$ cat src/rtl/execution_unit.sv
// execution_unit: integer ALU with iterative shift-add multiplier driving a registered forward bus
module execution_unit #(
    parameter int DATA_W = 16,
    parameter int TAG_W  = 6
) (
    input  logic                          clk,
    input  logic                          reset,
    input  logic [2*DATA_W+TAG_W+3:0]     inOperation,
    input  logic                          inOperationValid,
    output logic                          ready,
    output logic [DATA_W+TAG_W:0]         forward
);
    typedef enum logic {IDLE, RUN} stateT;

    stateT               state;
    logic [DATA_W-1:0]   multiplicand;
    logic [DATA_W-1:0]   multiplier;
    logic [DATA_W-1:0]   acc;
    logic [3:0]          count;
    logic [TAG_W-1:0]    tag;
    logic [3:0]          op;
    logic [TAG_W-1:0]    rob;
    logic [DATA_W-1:0]   valueA;
    logic [DATA_W-1:0]   valueB;
    logic [DATA_W-1:0]   result;
    logic [DATA_W-1:0]   accNext;

    assign op      = inOperation[2*DATA_W+TAG_W+3 -: 4];
    assign rob     = inOperation[2*DATA_W+TAG_W-1 -: TAG_W];
    assign valueA  = inOperation[2*DATA_W-1 -: DATA_W];
    assign valueB  = inOperation[DATA_W-1:0];
    assign accNext = acc + (multiplier[0] ? multiplicand : '0);

    // Single-cycle result for every opcode except MUL
    always_comb begin
        result = '0;
        case (op)
            4'd0: result = valueA + valueB;
            4'd1: result = valueA - valueB;
            4'd2: result = valueA & valueB;
            4'd3: result = valueA | valueB;
            4'd4: result = valueA ^ valueB;
            4'd5: result = valueA << valueB[3:0];
            4'd6: result = valueA >> valueB[3:0];
            4'd8: result = {{(DATA_W-1){1'b0}}, $signed(valueA) < $signed(valueB)};
            default: result = '0;
        endcase
    end

    // Accept ops in IDLE, step the multiplier in RUN; forward is a one-cycle pulse
    always_ff @(posedge clk or posedge reset) begin
        if (reset) begin
            state        <= IDLE;
            ready        <= 1'b1;
            forward      <= '0;
            count        <= '0;
            acc          <= '0;
            multiplicand <= '0;
            multiplier   <= '0;
            tag          <= '0;
        end else begin
            forward <= '0;
            case (state)
                IDLE: if (inOperationValid) begin
                    if (op == 4'd7) begin
                        multiplicand <= valueA;
                        multiplier   <= valueB;
                        acc          <= '0;
                        count        <= '0;
                        tag          <= rob;
                        ready        <= 1'b0;
                        state        <= RUN;
                    end else begin
                        forward <= {1'b1, rob, result};
                    end
                end
                RUN: begin
                    acc          <= accNext;
                    multiplicand <= multiplicand << 1;
                    multiplier   <= multiplier >> 1;
                    count        <= count + 4'd1;
                    if (count == 4'd15) begin
                        forward <= {1'b1, tag, accNext};
                        ready   <= 1'b1;
                        state   <= IDLE;
                    end
                end
                default: state <= IDLE;
            endcase
        end
    end
endmodule

$ cat config.mk
export PLATFORM = sky130hd
export DESIGN_NAME = execution_unit
export DESIGN_NICKNAME = d
export VERILOG_FILES = /design/src/rtl/execution_unit.sv
export SDC_FILE = /design/constraint.sdc
export NUM_CORES = 1
export LEC_CHECK = 0
export CAP_MARGIN = 20
export CORE_MARGIN = 10
export CORE_UTILIZATION = 45
export CTS_CLUSTER_DIAMETER = 200
export DETAILED_ROUTE_END_ITERATION = 10
export PLACE_DENSITY = 0.75
export SLEW_MARGIN = 20
export SYNTH_ARGS = -nofsm -noshare
export SYNTH_HDL_FRONTEND = slang
export SYNTH_SLANG_ARGS = --single-unit
export TNS_END_PERCENT = 5
$ cat constraint.sdc
create_clock -name clk -period 3.7 [get_ports clk]
set_clock_uncertainty 0.15 [all_clocks]
set_input_delay 1.11 -clock clk [delete_from_list [all_inputs] [get_ports clk]]
set_output_delay 1.11 -clock clk [all_outputs]
set_load 0.005 [all_outputs]
==> results of run 1 <==
-- sequential cells by signal (all words and copies together) (netlist names) --
signal and cells:
acc 16, count 4, forward 23, multiplicand 16, multiplier 16, ready 1
state 1, tag 6
-- metal layers --
layer  vias to the layer above  part of all wire, %
met5                         -                    0
met4                         0                  4.2
met3                        73                  8.2
met2                       417                   44
met1                      4064                   44
li1                       3958                    -
-- logic make-up (layout without fill, tap and decap cells) --
| group | after synthesis | in the layout | share of synthesized area (%) |
|---|---|---|---|
| AOI/OAI and AO/OA | 324 | 324 | 26.7 |
| and+or+nand+nor | 308 | 308 | 18.0 |
| buffers and inverters | 113 | 310 | 5.93 |
| DFF | 83 | 83 | 25.9 |
| adders and majority gates | 75 | 75 | 12.0 |
| muxes | 56 | 56 | 9.23 |
| xor gates and xnor gates | 20 | 20 | 2.18 |
-- cell usage in the layout, fill, tap and decap left out, types with 10 or more instances in the layout --
master           Yosys  final
ha_1                72     70
a21o_1              12     12
nor2b_1             11     11
inv_1               49     48
mux4_2              11     11
nand3_1             21     21
nand2_1            102    101
a31oi_1             12     12
xnor2_1             11     11
nor2_1              98     97
nor3_1              11     11
o21ai_0             70     69
mux2i_1             29     29
buf_4                1    168
and2_1              19     19
dfrtp_1             82     81
o221ai_1            13     13
a21oi_1             77     75
o22ai_1             11     11
a211oi_1            20     17
mux2_2              11     11
o21ai_1             11     10
clkdlybuf4s50_1      0     66
-- layout make-up --
type	instances	area [um2]
well taps	225	282
multi-input cells	783	5550
clock inverters	7	82.6
flip-flops and latches	83	2080
clock buffers	9	225
fillers	1562	6900
repair buffers	241	2040
inverters	53	200
-- cell usage after synthesis, types with 12 or more instances --
| cell | count | area (um2) |
|---|---|---|
| a211oi_1 | 20 | 150 |
| and2_1 | 19 | 119 |
| dfrtp_1 | 82 | 2050 |
| mux2i_1 | 29 | 290 |
| a21oi_1 | 77 | 385 |
| nand2_1 | 102 | 383 |
| a31oi_1 | 12 | 75.1 |
| o21ai_0 | 70 | 350 |
| clkbuf_1 | 41 | 154 |
| ha_1 | 72 | 901 |
| nor2_1 | 98 | 368 |
| nand3_1 | 21 | 105 |
| a21o_1 | 12 | 90.1 |
| inv_1 | 49 | 184 |
| o221ai_1 | 13 | 114 |
-- worst max path at each step --
stage,startpoint,end,cells after the start,slack (ps)
floorplan,inOperation[2],forward[13],11,70
global placement,inOperation[1],forward[12],11,-370
detailed placement,inOperation[1],forward[13],11,-460
CTS,inOperation[7],forward[13],10,3
global route,inOperation[1],forward[15],12,-80
finish,inOperation[1],forward[15],12,-20
-- critical path: cells and delay by family --
kind | cells | cell delay [ps]
adders and majority gates | 1 | 340
buffers and inverters | 4 | 940
AOI/OAI and AO/OA | 5 | 850
and+or+nand+nor | 2 | 600
-- where the power goes --
group	total (mW)	switching [mW]	leakage [nW]	internal, mW
Clock	0.941	0.407	0.145	0.534
Sequential	1.32	0.177	1.12	1.15
Combinational	1.61	0.906	3.62	0.700
-- through the flow --
step                area [um2]  power [mW]  TNS, ps  cells  setup slack (ps)
floorplan                 8020        2.25        0    979              73.5
global placement         10100        2.85    -3690   1384              -373
detailed placement       10100        2.90    -4190   1384              -464
CTS                      10400        3.84        0   1400              3.39
global route             10500        4.10     -234   1401             -78.9
finish                   10500        3.87    -21.6   1401             -21.6
-- repair_timing --
action,in CTS,in global routing
buffers inserted,0,1
pin swaps,1,5
endpoints found under the setup margin,7,10
cloned,0,0
resized for setup,5,15
==> impl_metrics.tcl, run 1 <==
set metrics [dict create \
    p_per_area_nw_per_um2 370 \
    path_clk_slew_ps 70 \
    detail_route.wl_per_cell_um 21.6 \
    start_util_pct 46.2 \
    dp_hpwl_mm 24.3 \
    finish.utilization_pct 60.2 \
    grt-busiest-layer "met2" \
    htree_levels 3 \
    drive_above_1_share_pct 21.7 \
    grtUsageMet3_pct 5.02 \
    synthFlopType "dfrtp_1" \
    holdPathEnd "multiplier[14]" \
    grt_pass1_wl_mm 46.6 \
    required_ps 3820 \
    nets 1291 \
    grt_max_degree 74 \
    avgSynthCellArea_um2 8.19 \
    cts_tree "done" \
    maxCapViolations 0 \
    drtAntennaViolNets 0 \
    routabilityCongestion 0.999 \
    min_path_type "reg2reg" \
    min_from "multiplier[15]" \
    synthCells 979 \
    synth_fp_nets 1099 \
    routed-via-count 8512 \
    drtIter0Drc 894 \
    status "finished, violations left" \
    cp-start-kind "input port" \
    cts_sinks 83 \
    ir_worst_vdd_mv 0.418 \
    maxSlewHeadroom_pct 37.9 \
    boundaryPins 69 \
    ys_ff_latch 83 \
    crit_arrival_ps 3850 \
    cpMostUsedCell "buf_4" \
    fmax_ghz 0.269 \
    synth-edff-count 0 \
    cts_hold_buf 0 \
    cp_slowest_cell "clkdlybuf4s50_1" \
    fin_crit_ps 3720 \
    violations "negative setup slack" \
    hold_path_depth 2 \
    tightest_slew_ps 931 \
    worstPathMaxFanout 4 \
    first_pass_iters 6 \
    final-hold-violation-count 0 \
    report.final.slew_viol_count 0 \
    die_area_um2 23600 \
    track_usage_pct 24.6 \
    core.rowCount 48 \
    cp_slowest_stage_delay_ps 550 \
    antenna_found_initial 0 \
    setup_viol 1 \
    rr_endpoint "forward[12]" \
    dieHeight_um 154 \
    worst_slack_ps -21.6 \
    ys_seq_area_share_pct 25.9 \
    r2r_cells 10 \
    numPortBuffers 68 \
    grt.met2_usage_pct 37.3 \
    clkLatencyLatePin_ps 350 \
    yosysUniqueCellTypes 88 \
    path_class "in2reg" \
    crit_path_end_kind "register" \
    placeableCoreArea_um2 17400 \
    crit_chain "clkdlybuf4s50_1 > inv_2 > ha_1 > nor3_2 > o31ai_2 > buf_4 > a211oi_2 > o211ai_2 > buf_4 > or3_1 > a31oi_1 > a221o_1" \
    cts_root_buf "clkbuf_16" \
    overflow 0 \
    die_w_um 154 \
    ys.warnings.count 0 \
    grt_pass1_vias 7947 \
    rr_startpoint "multiplicand[0]" \
    synth.cell_area_um2 8020 \
    synth_async_sr_flop_share_pct 100 \
    area_growth_pct 30.3 \
    diodes 0 \
    whs_ps 335 \
    drc 0 \
    leakage_nw 4.88 \
    routed_wl_mm 30.3 \
    clockBufferDepth 2 \
    rsz0062_at_grt "yes" \
    period_share_pct 101 \
    use_met1_pct 33.9 \
    r2r_slack_ps 400 \
    routed_via_density 6.08 \
    cts_buffers 9 \
]
(Power assumes the default switching activity.)
==> run 2: changes to the inputs <==
--- a/config.mk
+++ b/config.mk
@@ -8,9 +8,10 @@
 export CAP_MARGIN = 20
 export CORE_MARGIN = 10
 export CORE_UTILIZATION = 45
-export CTS_CLUSTER_DIAMETER = 200
+export CTS_CLUSTER_DIAMETER = 120
 export DETAILED_ROUTE_END_ITERATION = 10
 export PLACE_DENSITY = 0.75
+export RECOVER_POWER = 100
 export SLEW_MARGIN = 20
 export SYNTH_ARGS = -nofsm -noshare
 export SYNTH_HDL_FRONTEND = slang
==> run 2 against run 1 <==
Net effect:
- the flow finishes with violations (max-capacitance violations, negative setup slack)
- first-iteration DRC count down 2.5%
- wire length about the same
- global-route usage did not move
- hold slack improved by 0.89 ps
- sequential share of layout area rose by 0.084 points
- critical endpoint unchanged
- cell count stayed put
- core utilization is 0.25 points lower
==> impl_metrics.tcl, run 2 (synthesis results as in run 1) <==
set metrics [dict create \
    min_from "multiplier[15]" \
    dieHeight_um 154 \
    numPortBuffers 68 \
    crit_path_end_kind "register" \
    rr_endpoint "forward[12]" \
    rr_startpoint "multiplicand[0]" \
    holdPathEnd "multiplier[14]" \
    drive_above_1_share_pct 21.5 \
    period_share_pct 101 \
    report.final.slew_viol_count 0 \
    routed_wl_mm 30.3 \
    cts_sinks 83 \
    drtAntennaViolNets 0 \
    tightest_slew_ps 1480 \
    placeableCoreArea_um2 17400 \
    dp_hpwl_mm 24.3 \
    grt_pass1_vias 7947 \
    final-hold-violation-count 0 \
    antenna_found_initial 0 \
    routabilityCongestion 0.999 \
    drc 0 \
    crit_arrival_ps 3840 \
    grt_pass1_wl_mm 46.6 \
    fin_crit_ps 3720 \
    start_util_pct 46.2 \
    maxSlewHeadroom_pct 0.734 \
    status "finished, violations left" \
    clockBufferDepth 2 \
    largest_register "forward" \
    htree_levels 3 \
    diodes 0 \
    path_clk_slew_ps 60 \
    boundaryPins 69 \
    power_mw 3.85 \
    drtIter0Drc 872 \
    cts_hold_buf 0 \
    required_ps 3820 \
    r2r_slack_ps 390 \
    worst_slack_ps -18.8 \
    p_per_area_nw_per_um2 370 \
    routed_via_density 6.06 \
    core.rowCount 48 \
    cts_root_buf "clkbuf_16" \
    ir_worst_vdd_mv 0.417 \
    largest_register_ff_count 23 \
    track_usage_pct 24.6 \
    nets 1291 \
    setup_viol 1 \
    final_common_cell "buf_4" \
    detail_route.wl_per_cell_um 21.6 \
    cts_buffers 9 \
    violations "max-capacitance violations, negative setup slack" \
    worstPathMaxFanout 4 \
    routed-via-count 8488 \
    die_w_um 154 \
    leakage_nw 4.93 \
    die_area_um2 23600 \
    first_pass_iters 5 \
    cts_tree "done" \
    cp-start-kind "input port" \
    fmax_ghz 0.269 \
    finish.utilization_pct 60.0 \
    min_path_type "reg2reg" \
    clkLatencyLatePin_ps 350 \
    overflow 0 \
    final_cell_mix "168 x buf_4, 102 x nand2_1, 97 x nor2_1" \
    area_growth_pct 29.8 \
    grt_max_degree 74 \
    rsz0062_at_grt "yes" \
    r2r_cells 10 \
    path_class "in2reg" \
    maxCapViolations 1 \
    hold_path_depth 2 \
]
==> run 2: cell count changes in the layout (fill, tap and decap cells not counted), moves of 2 or more <==
cell             before  now
clkbuf_4              0    2
dlygate4sd3_1         0   26
buf_12                5    2
clkdlybuf4s50_1      66   40
==> run 2: through the flow <==
stage          worst slack, ps  TNS (ps)  instances  area, um2  hold WS, ps
2_1_floorplan             73.5         0        979       8020          300
3_3_place_gp              -373     -3690       1384      10100          312
3_5_place_dp              -464     -4190       1384      10100          323
4_1_cts                   3.39         0       1400      10400          338
5_1_grt                  -78.9      -264       1401      10400          373
6_report                 -18.8     -18.8       1401      10400          336
==> run 2: worst max-delay path by stage <==
stage              startpoint     endpoint  slack (ps)  cells after the start
2_1_floorplan  inOperation[2]  forward[13]          70                     11
4_1_cts        inOperation[7]  forward[13]           3                     10
3_3_place_gp   inOperation[1]  forward[12]        -370                     11
5_1_grt        inOperation[1]  forward[15]         -80                     12
3_5_place_dp   inOperation[1]  forward[13]        -460                     11
6_report       inOperation[1]  forward[15]         -20                     12
==> run 2: power breakdown <==
group          internal [mW]  switching [mW]  leakage (nW)
combinational          0.685           0.904          3.67
clock                  0.534           0.401         0.145
sequential              1.15           0.177          1.12
total                   2.37            1.48          4.93
==> run 2: timing repair <==
item | CTS | global route
setup buffers | 0 | 1
resized for setup | 5 | 15
setup endpoints to repair | 7 | 10
pin swaps | 1 | 5
==> run 2: cell type report <==
type                       instances  area (um2)
multi-input combinational        783        5550
clock buffer                       9         225
timing repair buffer             241        1990
fill                            1569        6950
sequential                        83        2080
clock inverter                     7        82.6
tap                              225         282
inverter                          53         200
==> run 2: metal layers <==
| layer | wire length [um] | part of all wire (%) | vias up | GRT usage, % |
|---|---|---|---|---|
| li1 | - | - | 3953 | - |
| met1 | 13200 | 44 | 4046 | 33.9 |
| met2 | 13200 | 44 | 415 | 37.3 |
| met3 | 2630 | 8.7 | 74 | 5.02 |
| met4 | 1280 | 4.2 | 0 | 8.68 |
| met5 | 0 | 0 | - | 0 |
==> run 2: worst max-delay path, stage by stage <==
cell and delay, ps:
clkdlybuf4s50_1 550, inv_2 60, ha_1 340, nor3_2 230, o31ai_2 90, buf_4 160
a211oi_2 290, o211ai_2 160, buf_4 160, or3_1 370, a31oi_1 180, a221o_1 130
